<file path="config.mk">
export PLATFORM = sky130hd
export DESIGN_NAME = systolic_feeder
export DESIGN_NICKNAME = d
export VERILOG_FILES = /design/src/rtl/systolic_pkg.sv /design/src/rtl/skew_delay.sv /design/src/rtl/systolic_feeder.sv
export SDC_FILE = /design/constraint.sdc
export NUM_CORES = 1
export LEC_CHECK = 0
export CAP_MARGIN = 10
export CORE_UTILIZATION = 51
export CTS_CLUSTER_SIZE = 10
export DETAILED_ROUTE_END_ITERATION = 10
export PLACE_DENSITY = 0.78
export SETUP_SLACK_MARGIN = 0.2
export SYNTH_ARGS = -nofsm -noshare
export SYNTH_HDL_FRONTEND = slang
export SYNTH_SLANG_ARGS = --single-unit
</file>
<file path="constraint.sdc">
create_clock -name clk -period 2.1 [get_ports clk]
set_input_delay 0.315 -clock clk [delete_from_list [all_inputs] [get_ports clk]]
set_output_delay 0.315 -clock clk [all_outputs]
set_load 0.01 [all_outputs]
</file>
<file path="src/rtl/systolic_pkg.sv">
`default_nettype none
// ============================================================================
//  Module      : systolic_pkg
//  Description : Shared types for the systolic array edge feeders: the nibble
//                type, the per-lane token carried through the skew chains and
//                the serialiser state encoding.
//  Revision    : 1.0 - initial release
// ============================================================================
package systolic_pkg;

    localparam int NIBBLE_W = 4;

    typedef logic [NIBBLE_W-1:0] nibble_t;

    // One slot of a lane: valid tag, start-of-operand tag and the nibble.
    typedef struct packed {
        logic    valid;
        logic    ctrl;
        nibble_t data;
    } lane_tok_t;

    typedef enum logic [0:0] {
        IDLE = 1'b0,
        EMIT = 1'b1
    } feeder_state_t;

endpackage : systolic_pkg
`default_nettype wire

</file>
<file path="src/rtl/skew_delay.sv">
`default_nettype none
// ============================================================================
//  Module      : skew_delay
//  Description : DEPTH-stage shift register of lane tokens with clock enable
//                and synchronous active-low flush. DEPTH=1 acts as a plain
//                output register.
//  Revision    : 1.0 - initial release
// ============================================================================
module skew_delay
    import systolic_pkg::*;
#(
    parameter int DEPTH = 1
) (
    input  logic      clk,
    input  logic      rst_n,
    input  logic      ena,
    input  lane_tok_t tok_in,
    output lane_tok_t tok_out,
    output logic      any_valid
);

    lane_tok_t r_stage [DEPTH];

    // Shift tokens one stage per enabled cycle; reset flushes every stage.
    always_ff @(posedge clk) begin
        if (!rst_n) begin
            for (int s = 0; s < DEPTH; s++) begin
                r_stage[s] <= '0;
            end
        end else if (ena) begin
            r_stage[0] <= tok_in;
            for (int s = 1; s < DEPTH; s++) begin
                r_stage[s] <= r_stage[s-1];
            end
        end
    end

    // Any stage still carrying a valid nibble keeps the feeder busy.
    always_comb begin
        any_valid = 1'b0;
        for (int s = 0; s < DEPTH; s++) begin
            any_valid = any_valid | r_stage[s].valid;
        end
    end

    assign tok_out = r_stage[DEPTH-1];

endmodule : skew_delay
`default_nettype wire

</file>
<file path="src/rtl/systolic_feeder.sv">
`default_nettype none
// ============================================================================
//  Module      : systolic_feeder
//  Description : Accepts one operand per lane over valid/ready, serialises it
//                low nibble first and skews lane i by i*SKEW cycles so the
//                operands enter the systolic array on the diagonal.
//  Revision    : 1.0 - initial release
// ============================================================================
module systolic_feeder
    import systolic_pkg::*;
#(
    parameter int LANES = 2,
    parameter int DW    = 8,
    parameter int NW    = 4,
    parameter int SKEW  = 2
) (
    input  logic                clk,
    input  logic                rst_n,
    input  logic                ena,
    input  logic                in_valid,
    output logic                in_ready,
    input  logic [LANES*DW-1:0] in_data,
    output logic [LANES*NW-1:0] lane_data,
    output logic [LANES-1:0]    lane_ctrl,
    output logic                busy
);

    localparam int c_NIB   = DW / NW;
    localparam int c_IDX_W = (c_NIB > 1) ? $clog2(c_NIB) : 1;
    localparam logic [c_IDX_W-1:0] c_LAST = c_IDX_W'(c_NIB - 1);

    feeder_state_t       r_state;
    feeder_state_t       w_state_nxt;
    logic [c_IDX_W-1:0]  r_idx;
    logic [c_IDX_W-1:0]  w_idx_nxt;
    logic [LANES*DW-1:0] r_word;
    logic                w_accept;
    logic [LANES-1:0]    w_lane_valid;

    // Ready while idle or on the last nibble, so back-to-back words are gapless.
    assign in_ready = rst_n & ena &
                      ((r_state == IDLE) | ((r_state == EMIT) & (r_idx == c_LAST)));
    assign w_accept = in_valid & in_ready;

    // Serialiser state register; everything freezes while ena is low.
    always_ff @(posedge clk) begin
        if (!rst_n) begin
            r_state <= IDLE;
            r_idx   <= '0;
        end else if (ena) begin
            r_state <= w_state_nxt;
            r_idx   <= w_idx_nxt;
        end
    end

    // Next-state: accept restarts at nibble 0, otherwise step or return to idle.
    always_comb begin
        w_state_nxt = r_state;
        w_idx_nxt   = r_idx;
        if (w_accept) begin
            w_state_nxt = EMIT;
            w_idx_nxt   = '0;
        end else if (r_state == EMIT) begin
            if (r_idx == c_LAST) begin
                w_state_nxt = IDLE;
                w_idx_nxt   = '0;
            end else begin
                w_idx_nxt = r_idx + 1'b1;
            end
        end
    end

    // Hold the operand word; in_data only matters at the accept edge.
    always_ff @(posedge clk) begin
        if (!rst_n) begin
            r_word <= '0;
        end else if (w_accept) begin
            r_word <= in_data;
        end
    end

    generate
        for (genvar gi = 0; gi < LANES; gi++) begin : g_lane
            lane_tok_t w_tok_in;
            lane_tok_t w_tok_out;

            // Pre-skew token: current nibble of this lane, zero when idle.
            always_comb begin
                w_tok_in = '0;
                if (r_state == EMIT) begin
                    w_tok_in.valid = 1'b1;
                    w_tok_in.ctrl  = (r_idx == '0);
                    for (int n = 0; n < c_NIB; n++) begin
                        if (r_idx == c_IDX_W'(n)) begin
                            w_tok_in.data = r_word[gi*DW + n*NW +: NW];
                        end
                    end
                end
            end

            skew_delay #(
                .DEPTH (1 + gi*SKEW)
            ) u_skew (
                .clk       (clk),
                .rst_n     (rst_n),
                .ena       (ena),
                .tok_in    (w_tok_in),
                .tok_out   (w_tok_out),
                .any_valid (w_lane_valid[gi])
            );

            assign lane_data[gi*NW +: NW] = w_tok_out.valid ? w_tok_out.data : '0;
            assign lane_ctrl[gi]          = w_tok_out.valid & w_tok_out.ctrl;
        end
    endgenerate

    assign busy = (r_state == EMIT) | (|w_lane_valid);

endmodule : systolic_feeder
`default_nettype wire

</file>
======== After elaboration in Yosys (flattened, before gate mapping) ========
Memories as Yosys holds them, arrays and structs flattened.
Cells that the tools add are included.
word-level totals
  bits in registers ....................... 18
  output and inout bits ................... 12
  memories kept ........................... 2
  bits in writable memories ............... 24
operators by class
  bitwise operators ....................... 15
  mux-type cells .......................... 21
  add/sub/neg operators ................... 1
  reduce and logical (&&, ||, !) cells .... 4
memory list
  name                      words  width  read ports  clocked after Yosys merged registers in  write ports  RTL line          RTL
  g_lane[1].u_skew.r_stage  3      6      3           0                                        3            skew_delay.sv:22  lane_tok_t r_stage [DEPTH];
  g_lane[0].u_skew.r_stage  1      6      1           0                                        1            skew_delay.sv:22
operator list
  operator               number
  $mux W6                6
  $mux W4                4
  $mux W1                11
  $or A1 B1 Y1           7
  $and A1 B1 Y1          6
  $reduce_or A6 Y1       1
  $not A1 Y1             2
  $reduce_and A2 Y1      1
  $reduce_bool A2 Y1     1
  $reduce_or A2 Y1       1
  $add A1 B1 Y1 const B  1

======== Depth between registers and ports, before layout ========
  word-level depth ........................ 6
  mapped depth ............................ 7

======== Modules after synthesis ========
From an unflattened synthesis, not the netlist that was laid out.
unflattened totals
  cell total of the unflattened synthesis .. 171
  area, all modules ....................... 1946.9 µm²
by module, submodules not included
  module                         area each (µm²)  cells each  seq. area each (µm²)  instances
  systolic_feeder                975.9            111         360.3                 1
  skew_delay (g_lane[1].u_skew)  739.5            46          540.5                 1
  skew_delay (g_lane[0].u_skew)  231.5            14          180.2                 1

======== Worst setup path before layout ========
No wires, ideal clock.
  path kind ............................... input to register
  from .................................... in ena
  to ...................................... mem g_lane[0].u_skew.r_stage[0][0] in the netlist's numbering, enable pin
  required time ........................... 1.718 ns
  library setup time ...................... 0.382 ns
  data arrival time ....................... 1.164 ns
  cell stages on the path ................. 2
  path slack .............................. 0.554 ns
  path through ............................ clkbuf_1 -> nand2b_1
on the way
  word-level cells in the longest chain between the ends .. 5
ends and longest elaborated chain
  what                               RTL line               RTL
  start: declaration                 systolic_feeder.sv:19  input logic ena,
  $mux W1 (*)                        skew_delay.sv:30       end else if (ena) begin
  $mux W1 (*)                        skew_delay.sv:26       if (!rst_n) begin
  $mux W1 (implied by the code) (*)  skew_delay.sv:31       r_stage[0] <= tok_in;
  $reduce_or A6 Y1 (no line)         --
  $mux W1 (no line) (*)              --
  end: declaration                   skew_delay.sv:22
Mark *: on every way between the ends. The rest lies on a longest branch, timed or not.

==> results.txt <==
Syn avg cell area -> 11.06 um2
Share of layout cells above drive strength 1 -> 13.76%
Setup violators final -> 0
First-pass GRT wire length -> 5188 um
Worst-Margin Slew -> 341.8 ps
Top-count cell post-synth -> edfxtp_1
GRT Util Overall -> 20.13%
Vias/cell -> 5.438
Family with the most delay on the worst path -> simple AND/OR/NAND/NOR gates
Fin. Hold Viols -> 0
Ports -> 32
Final Skew -> 8.394 ps
Sequential element share of the synthesized area -> 58.79%
Max Fclk -> 0.5567 GHz
Peak per-stage delay on the critical path -> 530 ps
Detailed-route via count -> 1267
Core area -> 0.003153 mm2
Max-slew violation count -> 0
Post-synth top area share -> 38.04%
Fin worst setup slack -> 303.7 ps
Post-DP HPWL -> 2156 um
Initial core utilization -> 55.08%
CP max stage cell -> or4_1
Nets -> 208
Buf/Inv on CP -> 1
Initial antenna violation count -> 0
WP data arrival -> 1480 ps
Worst Setup SP -> g_lane[1].u_skew.r_stage[0][5]
Die X -> 60.36 um
Pin count of the biggest net entering global routing -> 34
Tcrit/Tclk final -> 85.54%
Drt initial violations -> 37
Worst-case clock buffer depth -> 2
Initial DRT Pass Iterations -> 4
FF+latch count, synth -> 40
RSZ-0062 raised after global routing -> no
Asr flop ratio synth -> 0%
Detailed Route WL -> 3082 um
Die H -> 60.36 um
Post-Syn Nets -> 177
PortBufs -> 31
Netlist cell types -> 24
Synth-to-Final Area Change -> 21.83%
Crit Path Max Fanout -> 7
Final ANT Viol Nets -> 0
Num rows -> 20
Reg clk slew, reported paths -> 100 ps
Congestion Overflow GR -> 0
Mapped Cells -> 157
Final instance area -> 0.002116 mm2
Fill cells -> 272
Area leader, netlist -> edfxtp_1
CP endpoint kind -> output pin
Post-CTS setup buffer count -> 0
Critical path class -> register to output pin
Number of global-route vias before repair -> 1211
Commonest cells post-synth -> edfxtp_1 (22), dfxtp_1 (18), nand2_1 (18), nand4_1 (16), and3_1 (12)
Worst-skew pair later-pin latency -> 350 ps
Peak supply drop -> 413.1 uV
Ranking of synthesized cells by area -> edfxtp_1 (38%), dfxtp_1 (21%), nand4_1 (5.8%)
Outcome -> finished, final reports clean
Worst min path class -> register to register
WHS -> 466.1 ps
Setup_tns -> 0 ps
Post-DR wirelength/cell -> 13.23 um
Leakage -> 0.8094 nW
Worst-path cell chain -> or4_1 -> clkbuf_2
Critical R2R Launch -> r_state
Antenna Cells -> 0
CTS hold repair buffers -> 0
CP required -> 1780 ps
Post-DP Area -> 0.002073 mm2
Die Footprint -> 0.003643 mm2
Startpoint Class -> register
CTS buffer count -> 5
Min-delay src -> r_word[0]
Post-synth EDFFs -> 22
CTS H-tree depth -> 2
Gpl congestion -> 0.6907
Sink Count -> 40
Place WS -> 163.5 ps
Most used flip-flop cell after synthesis -> edfxtp_1
Min Clock Period, post-route -> 1796 ps
Max_slew headroom -> 77.15%
CTS tree -> done
Pwr dens -> 665.1 mW/mm2
CTS Root Cell -> clkbuf_4
Mapped Area -> 0.001737 mm2
Reg2reg setup slack -> 750 ps
DRC -> 0
Max-cap violations -> 0
Ys Warns -> 0
-- flip-flops by register name, indices dropped and copies added, names as in the netlist --
signal                 cells
g_lane.u_skew.r_stage     22
r_idx                      1
r_state                    1
r_word                    16
-- cells in the final DEF, fill, tap and decap left out, drive strengths merged --
cell type      synthesis  final
clkdlybuf4s50          0     29
clkbuf                 9      8
nand3                  1      1
buf                    6      8
and3b                  1      1
mux2i                  8      8
and3                  13     13
clkinv                 0      1
nor2                   9      9
inv                    1      1
dlygate4sd2            0      1
a21oi                  1      1
o21ai                 16     16
nand4                 16     16
nand2b                 2      2
o211ai                 1      1
dfxtp                 18     18
nand2                 18     18
edfxtp                22     22
and2                  12     12
or4                    1      1
a22oi                  1      1
nor2b                  1      1
-- where the power goes --
part	leakage [nW]	internal, mW	switching, mW
Combinational	0.391	0.0823	0.0806
Clock	0.0269	0.129	0.231
Sequential	0.392	0.866	0.0181
Total	0.809	1.08	0.330
-- logic make-up (layout without fill, tap and decap cells) --
family                 after synthesis  in the layout  share of synthesized area, %
and+or+nand+nor                     74             74                         23.34
DFF                                 40             40                         58.79
AOI/OAI and AO/OA                   19             19                         7.925
buffers and inverters               16             48                         5.331
muxes                                8              8                         4.611
-- final timing paths --
kind	endpoint	cells past startpoint
min	r_word[0]	2
max	busy	2
max reg2reg	r_word[12]	4
min reg2reg	r_word[0]	2
-- through the flow --
stage | std cells | total power [mW] | util (%)
2_1_floorplan | 157 | 0.9925 | -
3_3_place_gp | 225 | 1.061 | 65.75
3_5_place_dp | 225 | 1.069 | 65.75
4_1_cts | 233 | 1.421 | 67.26
5_1_grt | 233 | 1.475 | 67.10
6_report | 233 | 1.407 | 67.10
-- metal layers --
metal  vias to the layer above  wire (um)  track usage [%]
met3                         6        179            7.036
li1                        625          -                -
met2                        40       1579            36.11
met5                         -          0                0
met1                       596       1260            20.86
met4                         0         61            9.635
-- what timing repair did --
action / 4_1_cts / 5_1_grt
pin swaps: 0 / 0
gates resized for setup: 3 / 1
endpoints found under the setup margin: 2 / 1
gates cloned: 0 / 0
-- cell type report --
cell class	count	area, um2	share of cell area [%]
Sequential cell	40	1021	48.26
Timing Repair Buffer	39	364.1	17.21
Multi-Input combinational cell	101	623.1	29.45
Clock inverter	1	3.754	0.1774
Tap cell	44	55.05	2.602
Clock buffer	7	45.04	2.129
Inverter	1	3.754	0.1774
-- worst min-delay path, cell delays in order (launching register included) --
cell,delay [ps]
dfxtp_1,320
nand2_1,70
o21ai_2,40
Power figures use the tool's default switching activity.
==> patch 1, RTL diff (same settings) <==
Make the reset (`rst_n`) asynchronous in 3 clocked blocks.
--- a/src/rtl/skew_delay.sv
+++ b/src/rtl/skew_delay.sv
@@ -22,7 +22,7 @@
     lane_tok_t r_stage [DEPTH];
 
     // Shift tokens one stage per enabled cycle; reset flushes every stage.
-    always_ff @(posedge clk) begin
+    always_ff @(posedge clk or negedge rst_n) begin
         if (!rst_n) begin
             for (int s = 0; s < DEPTH; s++) begin
                 r_stage[s] <= '0;
--- a/src/rtl/systolic_feeder.sv
+++ b/src/rtl/systolic_feeder.sv
@@ -43,7 +43,7 @@
     assign w_accept = in_valid & in_ready;
 
     // Serialiser state register; everything freezes while ena is low.
-    always_ff @(posedge clk) begin
+    always_ff @(posedge clk or negedge rst_n) begin
         if (!rst_n) begin
             r_state <= IDLE;
             r_idx   <= '0;
@@ -71,7 +71,7 @@
     end
 
     // Hold the operand word; in_data only matters at the accept edge.
-    always_ff @(posedge clk) begin
+    always_ff @(posedge clk or negedge rst_n) begin
         if (!rst_n) begin
             r_word <= '0;
         end else if (w_accept) begin
Behaviour: differs if rst_n is asserted again (counterexample within 4 cycles, from zero or initial values and one cycle with rst_n low); with rst_n held inactive, the same outputs for 10 cycles.
==> patch 1 against the unedited design <==
  * Wire length shrank 12%
  * Maximum frequency shrank 2.4%
  * Design area shrank 1.7%
  * Synthesized cell count down 22%
  * Synthesized area is 5.1% lower
  * Worst setup slack worse by 0.044 ns
  * Count of clock-buffer cells in the layout rose by 1
  * Highest routed layer unchanged
  * Sequential cell count stayed put
Power is not compared: it rests on default switching activity, and its combinational part moved more than twofold at a synthesized area within 25%.
==> patch 1: results (changes against the unedited design) <==
* Synth Flop Type: dfrtp_1
* Clock latency on the worst-skew pair at 0.33 ns (-0.02 ns)
* Syn nets at 142 (-20%)
* Met1 Use GR at 22.0% (+1.2 points)
* Largest net degree at the start of global routing at 41 (+21%)
* Routing usage on met3 at 4.62% (-2.4 points)
* Most common cell in the netlist: dfrtp_1
* Global-route wire length before repair at 4610 um (-11%)
* Fin Clk Skew at 0.00378 ns (-0.00462 ns)
* WL/cell at 13.2 um (-0.36%)
* Gr usage total at 18.5% (-1.6 points)
* Worst Tran Pin Value at 0.483 ns (+0.141 ns)
* Crit Path Max Fanout at 2 (-5)
* Number of global-route vias before repair at 1087 (-10%)
* Leading post-synthesis cells by instance count: dfrtp_1 (40), mux2_2 (19), inv_1 (10)
* Async S/R FF share, synth at 100% (+100 points)
* Max reg flops at 16 (-27%)
* DR vias/cell at 5.01 (-7.8%)
* Arr. time, crit path at 1.53 ns (+0.05 ns)
* Reg with most FFs: r_word
* Status: complete, no violations
* Synth area leaders: dfrtp_1 (61%), mux2_2 (13%), mux2_1 (6.2%)
* Count of cell types in the netlist at 20 (-17%)
* Fin nets at 180 (-13%)
* Cell Area, Placed at 0.00201 sq mm (-3.1%)
* Initial DRC count at 39 (+5.4%)
-- patch 1: cell types whose count changed after synthesis, moves of 11 or more --
cell,before,now
dfxtp_1,18,0
nand2_1,18,4
dfrtp_1,0,40
edfxtp_1,22,0
nand4_1,16,0
and3_1,12,1
mux2_2,0,19
-- patch 1: worst paths after layout --
path,start,end,slack [ns],cells past startpoint
setup / recovery,g_lane[1].u_skew.tok_out[5]$_DFFE_PN0P_,busy,0.26,2
max in group asynchronous,rst_n,r_word[4]$_DFFE_PN0P_,1.68,2
hold / removal,rst_n,g_lane[1].u_skew.tok_out[5]$_DFFE_PN0P_,0.09,2
setup reg to reg,r_state$_DFFE_PN0P_,r_word[4]$_DFFE_PN0P_,0.74,3
min in group clk,rst_n,r_idx$_DFFE_PN0P_,0.39,3
hold reg to reg,r_word[5]$_DFFE_PN0P_,r_word[5]$_DFFE_PN0P_,0.50,1
-- patch 1: per-layer routing --
metal	share of wire [%]	up-vias
met5	0	-
met4	2.0	0
met3	4.9	7
met2	51	30
met1	42	502
li1	-	489
-- patch 1: final cells by class --
class / count / area, sq um
clock buffer: 8 / 58.8
fill: 257 / 973
inverter: 10 / 37.5
multi-input combinational: 66 / 579
sequential: 40 / 1000
tap: 44 / 55.1
timing repair buffer: 37 / 348
-- patch 1: logic make-up (layout without fill, tap and decap cells) --
kind of cell           after synthesis  in the layout  share of synthesized area [%]
multiplexers                        36             36                           24.0
buffers and inverters               16             55                           4.10
AO/OA/AOI/OAI                       11             11                           4.02
XOR/XNOR                             1              1                          0.532
flip-flops                          40             40                           60.7
AND/OR/NAND/NOR                     18             18                           6.61
-- patch 1: per-stage QoR --
step,worst slack [ns],instances
2_1_floorplan,0.767,122
3_3_place_gp,0.154,195
3_5_place_dp,0.107,195
4_1_cts,0.240,205
5_1_grt,0.202,205
6_report,0.259,205
-- patch 1: power groups by stage --
stage / combinational, mW / sequential, mW / clock (mW)
global placement: 0.785 / 1.29 / 0
floorplan: 0.564 / 1.25 / 0
global route: 0.923 / 1.33 / 0.441
CTS: 0.851 / 1.28 / 0.408
detailed placement: 0.819 / 1.32 / 0
finish: 0.835 / 1.28 / 0.387
-- patch 1: what timing repair did --
action                                  in CTS  in global routing
hold buffers                                 0                  0
endpoints found under the setup margin       2                  0
resized for setup                            2                  0
buffers inserted                             2                  0
==> patch 2, RTL diff (config.mk and constraints unchanged) <==
Made on the original files. The parameter `DW` goes from 8 to 4.
--- a/src/rtl/systolic_feeder.sv
+++ b/src/rtl/systolic_feeder.sv
@@ -10,7 +10,7 @@
     import systolic_pkg::*;
 #(
     parameter int LANES = 2,
-    parameter int DW    = 8,
+    parameter int DW    = 4,
     parameter int NW    = 4,
     parameter int SKEW  = 2
 ) (
Interface: changed (resized in_data); port bits go from 32 to 24. The function was not compared with the original's and may differ.
==> patch 2 against the unedited design <==
  * Highest routed layer unchanged
  * Sequential share of layout area grew 5.5 points
  * Design area shrank 26%
  * Critical path type unchanged
  * Sequential power shrank 21%
  * Power shrank 22%
  * First-iteration DRC count shrank 84%
  * Wire length shrank 40%
  * Worst setup slack lost 0.021 ns
  * Worst hold slack lost 0.020 ns
  * Sequential cell count shrank 9
  * Clock power shrank 13%
  * Synthesized area shrank 28%
==> patch 2: results (changes against the unedited design) <==
* PortBufs at 23 (-26%)
* Registers with the most flip-flops: g_lane.u_skew.r_stage: 22 flops, r_word: 8 flops, r_state: 1 flops
* Crit Path Max Fanout at 2 (-5)
* Initial antenna violation count at 0 (unchanged)
* Count of cell types in the netlist at 15 (-38%)
* Met1 Use GR at 16.3% (-4.5 points)
* Routing usage on met3 at 8.19% (+1.2 points)
* Final max-slew violation count at 0 (unchanged)
* Global-route wire length before repair at 3080 um (-41%)
* Share of cells above drive strength 1 at 10.0% (-3.8 points)
* Pre-CTS setup slack at 0.312 ns (+0.148 ns)
* Hold path endpoint: r_word[6]$_SDFFE_PN0P_
* Fin Clk Skew at 0.00692 ns (-0.00147 ns)
* Placer Congestion at 0.672 (-2.8%)
* Seq pwr share at 62.9% (about the same)
* R2R Path End: g_lane[0].u_skew.r_stage[0][1]$_SDFFCE_PN0P_
* Met2 WL at 941 um (-40%)
* Fin cells at 158 (-32%)
* Internal power at 0.866 mW (-20%)
* Syn Area/Cell at 12.4 sq um (+12%)
* Initial DRC count at 6 (-84%)
* Leading post-synthesis cells by instance count: edfxtp_1 (22), and2_1 (19), and3_1 (14)
* Synth area leaders: edfxtp_1 (53%), dfxtp_1 (14%), and2_1 (9.5%)
* Sequential-to-total area share from yosys stat at 67.1% (+8.3 points)
* Placed Cells at 148 (-34%)
* Largest net degree at the start of global routing at 33 (-2.9%)
* Fin nets at 141 (-32%)
* Final HPWL DP at 1290 um (-40%)
* Number of global-route vias before repair at 768 (-37%)
* Largest stage delay, worst path at 0.51 ns (-0.02 ns)
* Status: complete, no violations
* Yosys warnings at 0 (unchanged)
* Arr. time, crit path at 1.50 ns (+0.02 ns)
## patch 2: area by class of cell
type	instances	area [sq um]
clock buffers	7	45.0
repair buffers	29	274
multi-input cells	62	363
flip-flops and latches	31	841
clock inverters	1	5.00
fillers	178	692
well taps	28	35.0
## patch 2: timing repair
| action | 4_1_cts | 5_1_grt |
|---|---|---|
| setup buffers | 2 | 0 |
| hold buffers | 0 | 0 |
| gates resized for setup | 1 | 0 |
| setup endpoints to repair | 1 | 0 |
## patch 2: per-stage QoR
stage	instance area, sq um	hold WS (ns)
2_1_floorplan	1250	0.424
3_3_place_gp	1500	0.432
3_5_place_dp	1500	0.438
4_1_cts	1560	0.451
5_1_grt	1560	0.472
6_report	1560	0.446
## patch 2: worst reg2reg max path: stages (launching register included)
cell     delay [ns]
dfxtp_1        0.35
and3_1         0.23
and2_1         0.18
## patch 2: kinds of logic (layout without fill, tap and decap cells)
family	after synthesis	in the layout	share of synthesized area, %
compound gates	9	9	3.79
simple gates	53	53	25.2
flops	31	31	67.1
buf+inv	8	37	3.99
